`config.mk`:
```
export PLATFORM = sky130hd
export DESIGN_NAME = sigmoid_bwd_piped
export DESIGN_NICKNAME = d
export VERILOG_FILES = /design/src/rtl/sigmoid_bwd_piped.sv
export SDC_FILE = /design/constraint.sdc
export NUM_CORES = 1
export LEC_CHECK = 0
export ABC_CLOCK_PERIOD_IN_PS = 8200
export CAP_MARGIN = 15
export CORE_MARGIN = 5
export CORE_UTILIZATION = 45
export CTS_CLUSTER_DIAMETER = 60
export DETAILED_ROUTE_END_ITERATION = 10
export HOLD_SLACK_MARGIN = 0.03
export PLACE_DENSITY = 0.7
export REMOVE_ABC_BUFFERS = 1
export SLEW_MARGIN = 0
export SYNTH_ARGS = -nofsm -noshare
export SYNTH_HDL_FRONTEND = slang
export SYNTH_SLANG_ARGS = --single-unit
```
`constraint.sdc`:
```
create_clock -name clk -period 8.2 [get_ports clk]
set_clock_uncertainty 0.05 [all_clocks]
set_input_delay 1.64 -clock clk [delete_from_list [all_inputs] [get_ports clk]]
set_output_delay 1.64 -clock clk [all_outputs]
set_load 0.01 [all_outputs]
```
`src/rtl/sigmoid_bwd_piped.sv`:
```
// ---------------------------------------------------------------------------
// sigmoid_bwd_piped
//   Backward pass of the PWL sigmoid: grad_out = g * y * (1 - y).
//   Three-stage fixed-point pipeline with valid/ready handshakes on both sides.
//   Words are sign-magnitude: bit BITSIZE-1 is the sign and the rest is the
//   magnitude, which has FRAC fractional bits.
//
//   S1: clamp y into [0, ONE], form 1-y, split g into sign and magnitude.
//   S2: p = y*(1-y), rescaled back to FRAC fractional bits.
//   S3: q = |g|*p, rescaled and saturated; a zero result is forced positive.
//
// Build option:
//   SIGMOID_BWD_ROUND_EN  defined   -> both rescales round half-up
//                         undefined -> both rescales truncate (default)
//
// Ports:
//   clk        in   rising-edge clock
//   reset      in   asynchronous, active-high reset
//   in_valid   in   y_in/g_in valid
//   in_ready   out  block accepts input this cycle
//   y_in       in   stored sigmoid output y
//   g_in       in   upstream gradient g
//   out_valid  out  grad_out valid
//   out_ready  in   downstream accepts grad_out
//   grad_out   out  g*y*(1-y)
// ---------------------------------------------------------------------------
module sigmoid_bwd_piped #(
  parameter int BITSIZE = 16,
  parameter int FRAC    = 11
) (
  input  logic               clk,
  input  logic               reset,
  input  logic               in_valid,
  output logic               in_ready,
  input  logic [BITSIZE-1:0] y_in,
  input  logic [BITSIZE-1:0] g_in,
  output logic               out_valid,
  input  logic               out_ready,
  output logic [BITSIZE-1:0] grad_out
);

  localparam int MAG_W  = BITSIZE - 1;
  localparam int PROD_W = 2 * MAG_W;

  localparam logic [MAG_W-1:0]  ONE_M = MAG_W'(1 << FRAC);
`ifdef SIGMOID_BWD_ROUND_EN
  localparam logic [PROD_W:0]   HALF  = (PROD_W + 1)'(1 << (FRAC - 1));
`endif

  // Stage registers
  logic             v1_q, v1_d;
  logic [MAG_W-1:0] ym_q, ym_d;
  logic [MAG_W-1:0] om_q, om_d;
  logic             gs1_q, gs1_d;
  logic [MAG_W-1:0] gm1_q, gm1_d;

  logic             v2_q, v2_d;
  logic [MAG_W-1:0] p_q, p_d;
  logic             gs2_q, gs2_d;
  logic [MAG_W-1:0] gm2_q, gm2_d;

  logic               out_valid_q, out_valid_d;
  logic [BITSIZE-1:0] grad_q, grad_d;

  // Handshake
  logic stall, advance, take;

  assign stall   = out_valid_q & ~out_ready;
  assign advance = ~stall;
  // Held low during reset so nothing is offered acceptance while flushing.
  assign in_ready = ~reset & ~stall;
  assign take     = in_valid & in_ready;

  assign out_valid = out_valid_q;
  assign grad_out  = grad_q;

  // S1 combinational: clamp y
  logic [MAG_W-1:0] y_mag, ym_new;

  always_comb begin
    y_mag = y_in[MAG_W-1:0];
    if (y_in[BITSIZE-1]) begin
      ym_new = '0;
    end else if (y_mag > ONE_M) begin
      ym_new = ONE_M;
    end else begin
      ym_new = y_mag;
    end
  end

  // S2 combinational: p = y*(1-y) rescaled
  logic [PROD_W-1:0] prod1;
  logic [PROD_W:0]   prod1_ext;
  logic [PROD_W:0]   p_full;
  logic [MAG_W-1:0]  p_new;

  always_comb begin
    prod1 = PROD_W'(ym_q) * PROD_W'(om_q);
`ifdef SIGMOID_BWD_ROUND_EN
    prod1_ext = {1'b0, prod1} + HALF;
`else
    prod1_ext = {1'b0, prod1};
`endif
    p_full = prod1_ext >> FRAC;
    // p never exceeds ONE/4; the clamp only keeps the narrowing explicit.
    if (|p_full[PROD_W:MAG_W]) begin
      p_new = '1;
    end else begin
      p_new = p_full[MAG_W-1:0];
    end
  end

  // S3 combinational: q = |g|*p rescaled and saturated
  logic [PROD_W-1:0]  prod2;
  logic [PROD_W:0]    prod2_ext;
  logic [PROD_W:0]    q_full;
  logic [MAG_W-1:0]   q_mag;
  logic [BITSIZE-1:0] grad_new;

  always_comb begin
    prod2 = PROD_W'(gm2_q) * PROD_W'(p_q);
`ifdef SIGMOID_BWD_ROUND_EN
    prod2_ext = {1'b0, prod2} + HALF;
`else
    prod2_ext = {1'b0, prod2};
`endif
    q_full = prod2_ext >> FRAC;
    if (|q_full[PROD_W:MAG_W]) begin
      q_mag = '1;
    end else begin
      q_mag = q_full[MAG_W-1:0];
    end
    // A zero magnitude is always reported as +0.
    if (q_mag == '0) begin
      grad_new = '0;
    end else begin
      grad_new = {gs2_q, q_mag};
    end
  end

  // Next-state: everything holds on stall; otherwise every stage moves,
  // bubbles included. Data regs only load when a valid item arrives, so the
  // output word stays at the last result while bubbles pass.
  always_comb begin
    v1_d        = v1_q;
    ym_d        = ym_q;
    om_d        = om_q;
    gs1_d       = gs1_q;
    gm1_d       = gm1_q;
    v2_d        = v2_q;
    p_d         = p_q;
    gs2_d       = gs2_q;
    gm2_d       = gm2_q;
    out_valid_d = out_valid_q;
    grad_d      = grad_q;

    if (advance) begin
      v1_d        = take;
      v2_d        = v1_q;
      out_valid_d = v2_q;

      if (take) begin
        ym_d  = ym_new;
        om_d  = ONE_M - ym_new;
        gs1_d = g_in[BITSIZE-1];
        gm1_d = g_in[MAG_W-1:0];
      end

      if (v1_q) begin
        p_d   = p_new;
        gs2_d = gs1_q;
        gm2_d = gm1_q;
      end

      if (v2_q) begin
        grad_d = grad_new;
      end
    end
  end

  always_ff @(posedge clk or posedge reset) begin
    if (reset) begin
      v1_q        <= 1'b0;
      ym_q        <= '0;
      om_q        <= '0;
      gs1_q       <= 1'b0;
      gm1_q       <= '0;
      v2_q        <= 1'b0;
      p_q         <= '0;
      gs2_q       <= 1'b0;
      gm2_q       <= '0;
      out_valid_q <= 1'b0;
      grad_q      <= '0;
    end else begin
      v1_q        <= v1_d;
      ym_q        <= ym_d;
      om_q        <= om_d;
      gs1_q       <= gs1_d;
      gm1_q       <= gm1_d;
      v2_q        <= v2_d;
      p_q         <= p_d;
      gs2_q       <= gs2_d;
      gm2_q       <= gm2_d;
      out_valid_q <= out_valid_d;
      grad_q      <= grad_d;
    end
  end

endmodule

```
==> impl_metrics.tcl <==
set metrics [dict create \
    status "completed" \
    hold_class "reg -> reg" \
    ant_nets 0 \
    critPathCaptureType "flop" \
    stdcell_count 2481 \
    worstMarginPinSlew_ps 1090 \
    grt_overflow 0 \
    clk_pin_slew_ps 70 \
    synthTopCellsByArea "fa_1, dfrtp_1, ha_1" \
    grt_pass1_vias 14200 \
    synthArstFlopShare 1.00 \
    finalCritPeriodShare 0.882 \
    diodes 0 \
    route.detailed.drc 0 \
    cts_tree "done" \
    cp_slowest_cell "or4_4" \
    synth_top_area_frac 0.365 \
    worstPathRequired_ps 8410 \
    yosys.area_share.simple 0.181 \
    fillCellCount 3635 \
    slew_violations 0 \
    die_y_um 211 \
    gp_congestion 0.876 \
    synth-compound-area-share 0.0749 \
    synth_top_family_by_area "adder cells" \
    grt_max_degree 70 \
    post-dp-hpwl_mm 33.0 \
    r2r_end "grad_out[9]$_DFFE_PP0P_" \
    area_delta_synth_final_pct 6.68 \
    wire_per_inst_um 16.6 \
    dpl.cell_count 2465 \
    hold_depth 2 \
    nNetsFinal 2502 \
    rsz0062_at_grt "false" \
    htree_levels 3 \
    synth_warnings 0 \
    num_vias 13200 \
    finalHoldViolations 0 \
    syn_avg_cell_area_um2 9.26 \
    clockBufferDepth 2 \
    hold_buffers 0 \
    arrival_ps 7440 \
    setup_tns_ps 0 \
    synthMuxAreaShare 0.0133 \
    synth-xor-area-share 0.0173 \
    track_usage 0.191 \
    ctsResizeCount 0 \
    ff2ff_path_depth 23 \
    clkLatencyLatePin_ps 390 \
    drive_gt1_frac 0.0256 \
    rrSetupSlack_ps 970 \
    antenna_found_initial 0 \
    start_util 0.456 \
    synth_flop_cell "dfrtp_1" \
    grt_first_pass_wirelength_mm 69.7 \
    cp-start-kind "flop" \
    synthAdderAreaFrac 0.491 \
    min_from "gm1_q[3]$_DFFE_PP0P_" \
    final-setup-viol-count 0 \
    core_area_um2 39900 \
    fmax_ghz 0.138 \
    ios 54 \
    die_w_um 211 \
    root_buffer "clkbuf_16" \
    drtIter0Drc 770 \
    path_cells "and2_1 -> fa_1 -> inv_1 -> fa_1 -> inv_1 -> fa_1 -> inv_1 -> fa_1 -> inv_1 -> fa_1 -> inv_1 -> fa_1 -> inv_1 -> ha_1 -> o211a_2 -> and2_1 -> a31oi_1 -> or4_4 -> a31oi_4 -> a21oi_1 -> xor2_1 -> nand4_1 -> o22a_1" \
    dr.pass1.iters 5 \
    crit_fanout 16 \
    yosysSeqAreaShare 0.131 \
    synth-edff-count 0 \
    clock-sinks 95 \
    dieArea_um2 44600 \
    synth_cells 1965 \
    path_class "reg -> reg" \
    r2r-start "gm2_q[10]$_DFFE_PP0P_" \
    io_buffers 53 \
    slew_headroom 0.270 \
    cts_made_buffers 9 \
    cpPeakStageDelay_ps 630 \
    synthesis.area_um2 18200 \
    ys_ff_latch 95 \
    rows 73 \
    ys_types 67 \
    hold-path-endpoint "gm2_q[3]$_DFFE_PP0P_" \
    viasPerCell 5.32 \
    finalWirelength_mm 41.1 \
    synth_largest_area_cell "fa_1" \
    cts_setup_buffers 0 \
    min_period_ps 7230 \
    maxCapViolCount 0 \
]
## worst max path at each step
stage	startpoint	endpoint	slack, ps
after floorplan	gm2_q[11]$_DFFE_PP0P_	grad_out[15]$_DFFE_PP0P_	1840
after global placement	gm2_q[11]$_DFFE_PP0P_	grad_out[15]$_DFFE_PP0P_	1170
after detailed placement	gm2_q[11]$_DFFE_PP0P_	grad_out[15]$_DFFE_PP0P_	1070
after CTS	gm2_q[11]$_DFFE_PP0P_	grad_out[15]$_DFFE_PP0P_	1060
after global routing	gm2_q[13]$_DFFE_PP0P_	grad_out[7]$_DFFE_PP0P_	710
final	gm2_q[10]$_DFFE_PP0P_	grad_out[9]$_DFFE_PP0P_	970
## layout make-up
| class | count | area (um^2) | share of cell area |
|---|---|---|---|
| Multi-Input combinational cell | 1431 | 14200 | 0.729 |
| Sequential cell | 95 | 2380 | 0.122 |
| Inverter | 356 | 1340 | 0.0690 |
| Tap cell | 525 | 657 | 0.0338 |
| Timing Repair Buffer | 58 | 568 | 0.0293 |
| Clock buffer | 10 | 239 | 0.0123 |
| Clock inverter | 6 | 73.8 | 0.00380 |
## through the flow
| stage | cell area [um^2] | hold WS, ps | utilization | worst slack (ps) |
|---|---|---|---|---|
| floorplan | 17900 | 383 | - | 1840 |
| global placement | 19100 | 396 | 0.479 | 1170 |
| detailed placement | 19100 | 409 | 0.479 | 1070 |
| CTS | 19400 | 429 | 0.486 | 1060 |
| global route | 19400 | 457 | 0.486 | 709 |
| finish | 19400 | 423 | 0.486 | 968 |
## synth_stat cells, types with 4 or more instances
cell and number:
o21a_1 11, fa_1 332, mux2_2 17, xnor2_1 21, and2_1 239, nor3_1 10
ha_1 183, xor2_1 15, a21o_1 20, nand3_1 12, o211ai_1 7, inv_1 356
and3_1 4, o21ai_0 18, clkbuf_1 75, a211o_1 4, nor3b_1 4, nor2_1 41
mux2i_1 5, buf_2 4, o21ai_1 19, o31ai_1 7, nand4_1 8, or3_1 10
dfrtp_1 95, o22a_1 25, nand2_1 314, nand2b_1 9, a21oi_1 34, a211oi_1 8
## critical path, delay by kind of cell (launching register included)
kind / cells / cell delay (ps)
compound gates: 5 / 1060
buf+inv: 6 / 310
xor+xnor: 1 / 210
simple gates: 4 / 1540
flops: 1 / 580
fa+ha+maj: 7 / 3350
## routing by layer
| metal | vias up | global-route usage | part of all wire |
|---|---|---|---|
| met5 | - | 0 | 0 |
| met4 | 0 | 0.0584 | 0.022 |
| met3 | 62 | 0.0273 | 0.048 |
| met2 | 318 | 0.316 | 0.49 |
| met1 | 6772 | 0.261 | 0.44 |
| li1 | 6055 | - | - |
## state kept, by name, summed over array words and instances, names as in the netlist
register	flops
gm2_q	15
gs2_q	1
ym_q	15
gs1_q	1
grad_out	16
om_q	14
p_q	15
out_valid	1
v2_q	1
v1_q	1
gm1_q	15
## cell usage in the layout, fill, tap and decap left out, drive strengths merged, types with 9 or more instances in the layout
cell and n:
nand2 314, dfrtp 95, a21o 20, clkbuf 10
o21ai 37, a211oi 9, inv 359, and2 239
xor2 15, xnor2 21, clkdlybuf4s50 53, nor3 10
fa 332, mux2 17, nand3 12, nand2b 9
nor2 41, ha 183, a21oi 34, or3 10
o21a 11, o22a 25
## cell families (layout without fill, tap and decap cells)
kind of cell,count (synthesis),after routing
flip-flops,95,95
AO/OA/AOI/OAI,191,191
AND/OR/NAND/NOR,667,667
XOR/XNOR,36,36
adder cells (fa/ha/maj),515,515
multiplexers,22,22
buffers and inverters,439,430
Power is left out: the tool's default activity adds up to more than one toggle a clock period on the data nets, which glitch-free logic cannot reach.
